`src/rtl/ifft_4_stream.sv`:
```
// Streaming 4-point radix-2 inverse FFT: loads X0..X3, runs two butterfly stages, streams x0..x3.
// Build option: define IFFT_ROUND_EN for round-half-up scaling (default build truncates).
module ifft_4_stream #(
   parameter int IN_W  = 18,
   parameter int OUT_W = 16
) (
   input  logic                    clk,
   input  logic                    reset_,
   input  logic                    in_valid,
   output logic                    in_ready,
   input  logic signed [IN_W-1:0]  in_r,
   input  logic signed [IN_W-1:0]  in_i,
   output logic                    out_valid,
   input  logic                    out_ready,
   output logic signed [OUT_W-1:0] out_r,
   output logic signed [OUT_W-1:0] out_i,
   output logic                    out_last,
   output logic                    busy
);

   localparam int AW = IN_W + 1;
   localparam int SW = IN_W + 2;

   typedef enum logic [1:0] {LOAD, S1, S2, OUT} state_t;

   state_t state, state_nxt;
   logic [1:0] cnt, ocnt;

   logic signed [IN_W-1:0]  xr [4];
   logic signed [IN_W-1:0]  xi [4];
   logic signed [AW-1:0]    ar, ai, br, bi, cr, ci, dr, di;
   logic signed [SW-1:0]    sr [4];
   logic signed [SW-1:0]    si [4];
   logic signed [OUT_W-1:0] yr [4];
   logic signed [OUT_W-1:0] yi [4];

   // Divide by 4 (optionally rounding), then clamp to the OUT_W signed range.
   function automatic logic signed [OUT_W-1:0] scale(input logic signed [SW-1:0] s);
      logic signed [SW:0] t;
      logic [SW-2:0]      q;
`ifdef IFFT_ROUND_EN
      t = {s[SW-1], s} + (SW+1)'(2);
`else
      t = {s[SW-1], s};
`endif
      q = t[SW:2];
      if (q[SW-2:OUT_W-1] == {(SW-OUT_W){q[SW-2]}})
         scale = q[OUT_W-1:0];
      else if (q[SW-2])
         scale = {1'b1, {(OUT_W-1){1'b0}}};
      else
         scale = {1'b0, {(OUT_W-1){1'b1}}};
   endfunction

   always_ff @(posedge clk) begin
      if (!reset_) state <= LOAD;
      else         state <= state_nxt;
   end

   always_comb begin
      state_nxt = state;
      case (state)
         LOAD:    if (in_valid && cnt == 2'd3) state_nxt = S1;
         S1:      state_nxt = S2;
         S2:      state_nxt = OUT;
         OUT:     if (out_ready && ocnt == 2'd3) state_nxt = LOAD;
         default: state_nxt = LOAD;
      endcase
   end

   // Second butterfly stage: W^(-1) = +j, so the odd outputs rotate d by +/-j.
   always_comb begin
      sr[0] = SW'(ar) + SW'(cr);
      si[0] = SW'(ai) + SW'(ci);
      sr[1] = SW'(br) - SW'(di);
      si[1] = SW'(bi) + SW'(dr);
      sr[2] = SW'(ar) - SW'(cr);
      si[2] = SW'(ai) - SW'(ci);
      sr[3] = SW'(br) + SW'(di);
      si[3] = SW'(bi) - SW'(dr);
   end

   always_ff @(posedge clk) begin
      if (!reset_) begin
         cnt  <= '0;
         ocnt <= '0;
         ar <= '0; ai <= '0; br <= '0; bi <= '0;
         cr <= '0; ci <= '0; dr <= '0; di <= '0;
         for (int k = 0; k < 4; k++) begin
            xr[k] <= '0;
            xi[k] <= '0;
            yr[k] <= '0;
            yi[k] <= '0;
         end
      end else begin
         if (state == LOAD && in_valid) begin
            xr[cnt] <= in_r;
            xi[cnt] <= in_i;
            cnt     <= cnt + 2'd1;
         end
         if (state == S1) begin
            ar <= AW'(xr[0]) + AW'(xr[2]);
            ai <= AW'(xi[0]) + AW'(xi[2]);
            br <= AW'(xr[0]) - AW'(xr[2]);
            bi <= AW'(xi[0]) - AW'(xi[2]);
            cr <= AW'(xr[1]) + AW'(xr[3]);
            ci <= AW'(xi[1]) + AW'(xi[3]);
            dr <= AW'(xr[1]) - AW'(xr[3]);
            di <= AW'(xi[1]) - AW'(xi[3]);
         end
         if (state == S2) begin
            for (int k = 0; k < 4; k++) begin
               yr[k] <= scale(sr[k]);
               yi[k] <= scale(si[k]);
            end
         end
         if (state == OUT && out_ready) ocnt <= ocnt + 2'd1;
      end
   end

   assign in_ready  = (state == LOAD);
   assign out_valid = (state == OUT);
   assign out_last  = (state == OUT) && (ocnt == 2'd3);
   assign out_r     = yr[ocnt];
   assign out_i     = yi[ocnt];
   assign busy      = !((state == LOAD) && (cnt == 2'd0));

endmodule

```
`config.mk`:
```
export PLATFORM = sky130hd
export DESIGN_NAME = ifft_4_stream
export DESIGN_NICKNAME = d
export VERILOG_FILES = /design/src/rtl/ifft_4_stream.sv
export SDC_FILE = /design/constraint.sdc
export NUM_CORES = 1
export LEC_CHECK = 0
export CORE_MARGIN = 2
export CORE_UTILIZATION = 55
export CTS_BUF_LIST = sky130_fd_sc_hd__clkbuf_8
export CTS_CLUSTER_DIAMETER = 120
export DETAILED_ROUTE_END_ITERATION = 16
export PLACE_DENSITY_LB_ADDON = 0.08
export SLEW_MARGIN = 10
export SYNTH_ARGS = -nofsm -noshare
export SYNTH_HDL_FRONTEND = slang
export SYNTH_SLANG_ARGS = --single-unit
```
`constraint.sdc`:
```
create_clock -name clk -period 5.8 [get_ports clk]
set_clock_uncertainty 0.2 [all_clocks]
set_input_delay 0.58 -clock clk [delete_from_list [all_inputs] [get_ports clk]]
set_output_delay 0.58 -clock clk [all_outputs]
set_load 0.02 [all_outputs]
```
Word-level counts from Yosys, hierarchy flattened:

Memories as Yosys holds them, arrays and structs flattened. A register that Yosys moved wholly into a read port is not among the register bits.
Cells that the tools add are included.

* shift operators: 0
* add/sub/neg operators: 18
* reductions and logical operators: 12
* equality and inequality tests: 15
* multiply operators: 0
* divide/modulo/power cells: 0
* mux-type cells: 60
* order comparisons: 0
* bitwise operators: 8

Operators with widths (count)
* $mux 16: 40
* $add 19x19->20: 4
* $sub 19x19->20: 4
* $add 18x18->19: 4
* $sub 18x18->19: 4
* $mux 18: 2
* $reduce_or 18->1: 2
* $eq 2x2->1: 8
* $mux 2: 8
* $mux 1: 9
* $eq 2x2->1 const B: 4
* $or 1x1->1: 8
* $pmux 2 s4: 1
* $logic_and 1x1->1: 6
* $add 2x1->2 const B: 2
* $logic_not 2->1: 2
* $ne 2x1->1 const B: 2
* $eq 2x1->1 const B: 1
* $reduce_and 2->1: 1
* $logic_not 1->1: 1

* memories: 4
* ROM bits: 0
* logic and storage cells: 128
* register bits: 158
* bits in latches: 0
* input port bits: 40
* memory bits (writable): 272

Memory list
* xi: depth 4, width 18, rd ports 4, clocked after Yosys merged registers in 0, write ports 4, RTL line 30 `logic signed [IN_W-1:0] xi [4];`
* xr: depth 4, width 18, rd ports 4, clocked after Yosys merged registers in 0, write ports 4, RTL line 29 `logic signed [IN_W-1:0] xr [4];`
* yi: depth 4, width 16, rd ports 1, clocked after Yosys merged registers in 1, write ports 4, RTL line 35 `logic signed [OUT_W-1:0] yi [4];`
* yr: depth 4, width 16, rd ports 1, clocked after Yosys merged registers in 1, write ports 4, RTL line 34 `logic signed [OUT_W-1:0] yr [4];`

Logic depth before layout (Yosys ltp):

Gate-level depths: netlist of run 1.

* depth after elaboration: 7
* depth in mapped cells: 14
* mapped depth without buffers: 13

Worst setup path after synthesis of run 1:

Ideal clock, no wire load.

* path type: input port to flip-flop
* start: input port reset_
* end: memory yi[0][0], enable pin
* cell stages on the path: 3
* setup slack: 1180 ps
* buffers on the path: 2
* arrival time: 3910 ps
* setup time: 510 ps
* cell sequence: clkbuf_1 -> clkbuf_1 -> nand2b_1

RTL lines
* start: declaration: RTL line 8 `input logic reset_,`
* end: declaration: RTL line 35

==> impl_metrics.env, run 1 <==
export IMPL_syn_cell_area_um2=29100
export IMPL_synth_commonest_cells="ha_1, nor2_1, edfxtp_1, inv_1, a21oi_1"
export IMPL_synth_distinct_cells=97
export IMPL_clk_pin_slew_ns=0.06
export IMPL_clockBufferDepth=3
export IMPL_final_util=0.605
export IMPL_drt_wl_total_mm=82.6
export IMPL_final_layout_size_suffix_gt1_frac=0.0756
export IMPL_avgRoutedWirePerCell_um=21.8
export IMPL_crit_family="compound AO/OA/AOI/OAI gates"
export IMPL_root_buffer="clkbuf_8"
export IMPL_insertion_delay_ns=0.68
export IMPL_fillers=4559
export IMPL_max_slew_margin_rel=0.218
export IMPL_startpoint_type="register"
export IMPL_die_area_um2=54800
export IMPL_critPathBufInv=1
export IMPL_seq_area_frac_synth=0.388
export IMPL_drv_slew=0
export IMPL_setup_violations=0
export IMPL_outcome="completed"
export IMPL_dp_cells=3666
export IMPL_ir_drop_uv=320
export IMPL_fmax_mhz=239
export IMPL_path_cells="inv_1 -> ha_1 -> nand3b_1 -> nand2_1 -> o22ai_1 -> o211ai_1 -> nand3_1 -> a221o_1 -> nor2b_1 -> o22a_1 -> o2111ai_1 -> o21ai_0"
export IMPL_drv_cap=0
export IMPL_period_share=0.722
export IMPL_globalplace_congestion=0.923
export IMPL_design_area_um2=31800
export IMPL_gr_total_overflow=0
export IMPL_synthTopCellsByArea="edfxtp_1, ha_1, dfxtp_1"
export IMPL_drtIter0Drc=1901
export IMPL_die_w_um=234
export IMPL_vias=22400
export IMPL_r2r_end="yi[0][3]$_SDFFCE_PN0P_"
export IMPL_cp_end_kind="register"
export IMPL_grt_pass1_vias=20800
export IMPL_rows=84
export IMPL_ant_nets=0
export IMPL_slowest_delay_ns=0.91
export IMPL_placed_area_um2=30300
export IMPL_multi_input_area_um2=16200
export IMPL_drcViolationCount=0
export IMPL_synthToLayoutAreaGrowth_pct=9.01
export IMPL_port_buffers=75
export IMPL_regArea_um2=11300
export IMPL_syn_nets=3385
export IMPL_path_max_fanout=15
export IMPL_worst_pin_slew_ns=1.17
export IMPL_async_flop_share=0
export IMPL_hold_start="ocnt[1]$_SDFFE_PN0P_"
export IMPL_synth_main_ff_cell="edfxtp_1"
export IMPL_rr_worst_depth=12
export IMPL_ys_seq_elements=428
export IMPL_layout_cells_non_filler=3796
export IMPL_clock_sinks=428
export IMPL_antenna_found_initial=0
export IMPL_post_synth_cell_area_avg_um2=9.57
export IMPL_synth_top_area_frac=0.280
export IMPL_synth_most_common_cell="ha_1"
export IMPL_pin_count=76
export IMPL_post_cts_buffers=0
export IMPL_grt_pass1_wl_mm=124
export IMPL_dp_hpwl_mm=64.4
export IMPL_synthCells=3042
export IMPL_htree_num_levels=3
export IMPL_cp_slowest_cell="o2111ai_1"
export IMPL_yosysWarnings=0
export IMPL_die_h_um=234
export IMPL_p_per_area_nw_per_um2=523
export IMPL_min_path_cells=2
export IMPL_rr_startpoint="ci[1]$_SDFFE_PN0N_"
export IMPL_cts_inserted_buffers=74
export IMPL_grt_max_degree=90
export IMPL_cts_tree="built"
export IMPL_hold_path_class="reg2reg"
export IMPL_arrival_ns=4.31
export IMPL_p_leak_nw=13.2
export IMPL_initial_core_util=0.555
export IMPL_grt_setup_unrepaired="no"
export IMPL_hold_viol_final=0
export IMPL_period_needed_ns=4.19
export IMPL_synth_edff_count=272
export IMPL_core_um2=52400
export IMPL_ff2ff_setup_slack_ns=1.61
export IMPL_cts_resized=0
export IMPL_cp_required_ns=5.92
export IMPL_setup_tns_ns=0
export IMPL_diodes=0
export IMPL_hold_buffers=0
export IMPL_nets=3397
export IMPL_via_per_inst=5.90
export IMPL_crit_type="reg2reg"
export IMPL_track_usage=0.300
export IMPL_drt_first_pass_iters=6
export IMPL_yosys_area_top_type="edfxtp_1"
[cell usage in the layout (no fill, tap or decap), types with 37 or more instances in the layout]
cell and count:
a211oi_1 62, a21o_1 67, a21oi_1 180, and2_1 157, clkbuf_8 91, clkdlybuf4s50_1 74
dfxtp_1 155, edfxtp_1 272, ha_1 294, inv_1 287, mux2i_1 39, nand2_1 89
nand3_1 53, nor2_1 287, nor2b_1 56, nor3_1 69, o21ai_0 146, o21bai_1 38
or3_1 37, xnor2_1 171
[layout make-up]
cell class                      count  share of cell area
Inverter                          271              0.0321
Clock buffer                       91              0.0394
Tap cell                          688              0.0271
Multi-Input combinational cell   2185               0.511
Clock inverter                     39             0.00599
Timing Repair Buffer               94              0.0284
Sequential cell                   428               0.356
[state kept, by name, summed over array words and instances (netlist names), 18 cells and up, named ones only]
| signal | flops |
|---|---|
| ai | 19 |
| di | 18 |
| dr | 19 |
| xr | 72 |
| cr | 18 |
| yi | 64 |
| xi | 72 |
| ar | 19 |
| br | 18 |
| yr | 64 |
| bi | 18 |
| ci | 19 |
[metrics by stage]
| step | hold WS, ns | power, mW | worst slack, ns |
|---|---|---|---|
| 6_report | 0.300 | 16.6 | 1.61 |
| 5_1_grt | 0.326 | 17.6 | 1.33 |
| 4_1_cts | 0.296 | 16.4 | 1.67 |
| 3_5_place_dp | 0.290 | 13.7 | 1.69 |
| 3_3_place_gp | 0.265 | 13.7 | 1.87 |
| 2_1_floorplan | 0.254 | 11.1 | 1.18 |
[per-layer routing]
layer / vias to the layer above / routed length [um] / track usage
li1: 10800 / - / -
met1: 10800 / 41200 / 0.472
met2: 709 / 34300 / 0.434
met3: 91 / 5940 / 0.0416
met4: 0 / 1210 / 0.0631
met5: - / 0 / 0
[worst register-to-register path, cell delays in order, from the launching register on]
cell and delay, ns:
dfxtp_1 0.35, inv_1 0.05, ha_1 0.31, nand3b_1 0.20
nand2_1 0.14, o22ai_1 0.17, o211ai_1 0.37, nand3_1 0.16
a221o_1 0.35, nor2b_1 0.19, o22a_1 0.19, o2111ai_1 0.91
o21ai_0 0.28
[worst max-delay path by stage]
stage | startpoint | end | slack, ns | cells after the start
6_report | ci[1]$_SDFFE_PN0N_ | yi[0][3]$_SDFFCE_PN0P_ | 1.61 | 12
5_1_grt | ci[1]$_SDFFE_PN0N_ | yi[0][2]$_SDFFCE_PN0P_ | 1.33 | 12
4_1_cts | ci[1]$_SDFFE_PN0N_ | yi[0][3]$_SDFFCE_PN0P_ | 1.67 | 12
3_5_place_dp | ci[1]$_SDFFE_PN0N_ | yi[0][3]$_SDFFCE_PN0P_ | 1.69 | 12
3_3_place_gp | ci[1]$_SDFFE_PN0N_ | yi[0][3]$_SDFFCE_PN0P_ | 1.87 | 12
2_1_floorplan | reset_ | yi[0][0]$_SDFFCE_PN0P_ | 1.18 | 3
[cell families (layout without fill, tap and decap cells)]
group,after synthesis,count (layout),share of synthesized area
AOI/OAI and AO/OA,751,751,0.175
muxes,74,74,0.0393
and+or+nand+nor,851,851,0.147
xor gates and xnor gates,206,206,0.0619
buffers and inverters,429,495,0.0569
adders and majority gates,303,303,0.132
DFF,428,428,0.388
[power breakdown]
| part | leakage, nW | switching, mW | total, mW | internal (mW) |
|---|---|---|---|---|
| Combinational | 8.28 | 5.80 | 9.44 | 3.64 |
| Sequential | 4.08 | 0.598 | 4.44 | 3.84 |
| Clock | 0.812 | 1.28 | 2.73 | 1.45 |
No activity file was read; power rests on OpenSTA's default activity.
==> inputs of run 2 (changes only) <==
==> constraint.sdc (replaced) <==
create_clock -name clk -period 3.4 [get_ports clk]
set_clock_uncertainty 0.2 [all_clocks]
set_input_delay 0.34 -clock clk [delete_from_list [all_inputs] [get_ports clk]]
set_output_delay 0.34 -clock clk [all_outputs]
set_load 0.02 [all_outputs]
==> impl_metrics.env, run 2 (same netlist as run 1, synthesis figures left out) <==
export IMPL_holdPathEnd="cnt[1]$_SDFFE_PN0P_"
export IMPL_setup_violations=28
export IMPL_drt_first_pass_iters=6
export IMPL_fillers=4350
export IMPL_cts_inserted_buffers=74
export IMPL_ant_nets=0
export IMPL_globalplace_congestion=0.944
export IMPL_arrival_ns=3.70
export IMPL_track_usage=0.315
export IMPL_path_cells="inv_2 -> ha_4 -> buf_4 -> a21o_1 -> a31o_4 -> a311oi_4 -> buf_4 -> o31ai_4 -> and3_4 -> o21a_4 -> a22oi_2 -> nor2_1 -> or3_4 -> buf_6 -> a31o_4"
export IMPL_final_util=0.660
export IMPL_cp_required_ns=3.63
export IMPL_worst_pin_slew_ns=0.922
export IMPL_cp_slowest_cell="or3_4"
export IMPL_power_mw=32.5
export IMPL_hold_viol_final=0
export IMPL_rows=84
export IMPL_die_h_um=234
export IMPL_whs_ns=0.165
export IMPL_final_cell_mix="inv_1, nor2_1, ha_1"
export IMPL_path_max_fanout=8
export IMPL_drtIter0Drc=2126
export IMPL_period_needed_ns=3.47
export IMPL_hold_start="in_valid"
export IMPL_vias=23600
export IMPL_insertion_delay_ns=0.67
export IMPL_clk_pin_slew_ns=0.06
export IMPL_avgRoutedWirePerCell_um=21.7
export IMPL_top_regs="xi x72, xr x72"
export IMPL_port_buffers=75
export IMPL_r2r_end="yr[1][4]$_SDFFCE_PN0P_"
export IMPL_grt_max_degree=119
export IMPL_ir_drop_uv=671
export IMPL_drt_wl_total_mm=88.0
export IMPL_cp_end_kind="register"
export IMPL_dp_cells=3873
export IMPL_min_path_cells=3
export IMPL_antenna_found_initial=2
export IMPL_slowest_delay_ns=0.36
export IMPL_drv_slew=0
export IMPL_max_slew_margin_rel=0.380
export IMPL_rr_worst_depth=15
export IMPL_root_buffer="clkbuf_8"
export IMPL_pin_count=76
export IMPL_htree_num_levels=3
export IMPL_startpoint_type="register"
export IMPL_placed_area_um2=32000
export IMPL_p_per_area_nw_per_um2=939
export IMPL_die_area_um2=54800
export IMPL_gr_total_overflow=0
export IMPL_fmax_mhz=288
export IMPL_layout_cells_non_filler=4049
export IMPL_grt_pass1_wl_mm=131
export IMPL_via_per_inst=5.83
export IMPL_violations="negative setup slack"
export IMPL_synthToLayoutAreaGrowth_pct=18.9
export IMPL_grt_setup_unrepaired="yes"
export IMPL_crit_type="reg2reg"
export IMPL_ff2ff_setup_slack_ns=-0.07
export IMPL_core_um2=52400
export IMPL_hold_path_class="in2reg"
export IMPL_outcome="finished, violations left"
export IMPL_period_share=1.02
export IMPL_rr_startpoint="di[2]$_SDFFE_PN0N_"
export IMPL_final_layout_size_suffix_gt1_frac=0.178
export IMPL_clock_sinks=428
export IMPL_initial_core_util=0.555
export IMPL_p_leak_nw=14.7
export IMPL_cts_tree="built"
export IMPL_nets=3645
export IMPL_dp_hpwl_mm=68.0
export IMPL_die_w_um=234
export IMPL_fin_ws_ns=-0.0732
export IMPL_clockBufferDepth=3
export IMPL_drcViolationCount=0
export IMPL_drv_cap=0
export IMPL_grt_pass1_vias=21800
export IMPL_final_common_cell="inv_1"
export IMPL_design_area_um2=34600
[run 2: cell count changes in the layout (fill, tap and decap cells not counted), sizes merged]
cell         previous run  this run
buf                    20       262
inv                   289       293
bufinv                  1         4
clkbuf                 91        93
a21oi                 183       184
clkinv                 18        17
clkinvlp                2         1
diode                   0         1
dlygate4sd3             0         1
nor2                  287       288
[run 2: worst max-delay path, delay by kind of cell (launching register included)]
family                     cells  cell delay, ns
AOI/OAI and AO/OA              7            1.34
adders and majority gates      1            0.25
buffers and inverters          4            0.50
DFF                            1            0.33
and+or+nand+nor                3            0.61
[run 2: repair_timing]
action / 4_1_cts / 5_1_grt
resized for setup: 36 / 139
pin swaps: 24 / 50
hold buffers: 1 / 0
gates cloned: 3 / 5
setup endpoints to repair: 58 / 149
buffers inserted: 6 / 26
endpoints found under the hold margin: 5 / 0
[run 2: final cells by class]
type | instances | area, um2 | area share
timing repair buffer | 340 | 2940 | 0.0848
inverter | 271 | 1020 | 0.0294
multi-input combinational | 2187 | 17000 | 0.490
tap | 688 | 861 | 0.0249
clock buffer | 90 | 1240 | 0.0358
antenna | 1 | 2.50 | 0.0000723
clock inverter | 44 | 293 | 0.00845
sequential | 428 | 11300 | 0.327
[run 2: report_power, final]
part | total (mW) | switching, mW | internal (mW)
Combinational | 20.2 | 11.5 | 8.69
Sequential | 7.45 | 0.887 | 6.56
Clock | 4.91 | 2.21 | 2.70
[run 2: routing by layer]
layer	global-route usage	wire length (um)	vias up
li1	-	-	11300
met5	0	13	-
met4	0.0781	1860	2
met2	0.456	36900	879
met1	0.486	42400	11300
met3	0.0496	6800	139
[run 2: worst max-delay path by stage]
stage / startpoint / end / slack (ns) / cells past startpoint
after floorplan: di[2]$_SDFFE_PN0N_ / yr[1][12]$_SDFFCE_PN0P_ / 0.02 / 14
after global placement: cr[8]$_SDFFE_PN0N_ / yr[2][6]$_SDFFCE_PN0P_ / -0.28 / 12
after detailed placement: cr[8]$_SDFFE_PN0N_ / yr[2][6]$_SDFFCE_PN0P_ / -0.30 / 12
after CTS: di[2]$_SDFFE_PN0N_ / yr[3][7]$_SDFFCE_PN0P_ / -0.14 / 14
after global routing: di[2]$_SDFFE_PN0N_ / yr[3][7]$_SDFFCE_PN0P_ / -0.22 / 14
final: di[2]$_SDFFE_PN0N_ / yr[1][4]$_SDFFCE_PN0P_ / -0.07 / 15
[run 2: per-stage QoR]
step | TNS [ns] | worst slack [ns]
2_1_floorplan | 0 | 0.0205
4_1_cts | -1.50 | -0.141
6_report | -1.06 | -0.0732
3_5_place_dp | -8.29 | -0.296
5_1_grt | -4.97 | -0.215
3_3_place_gp | -4.99 | -0.278
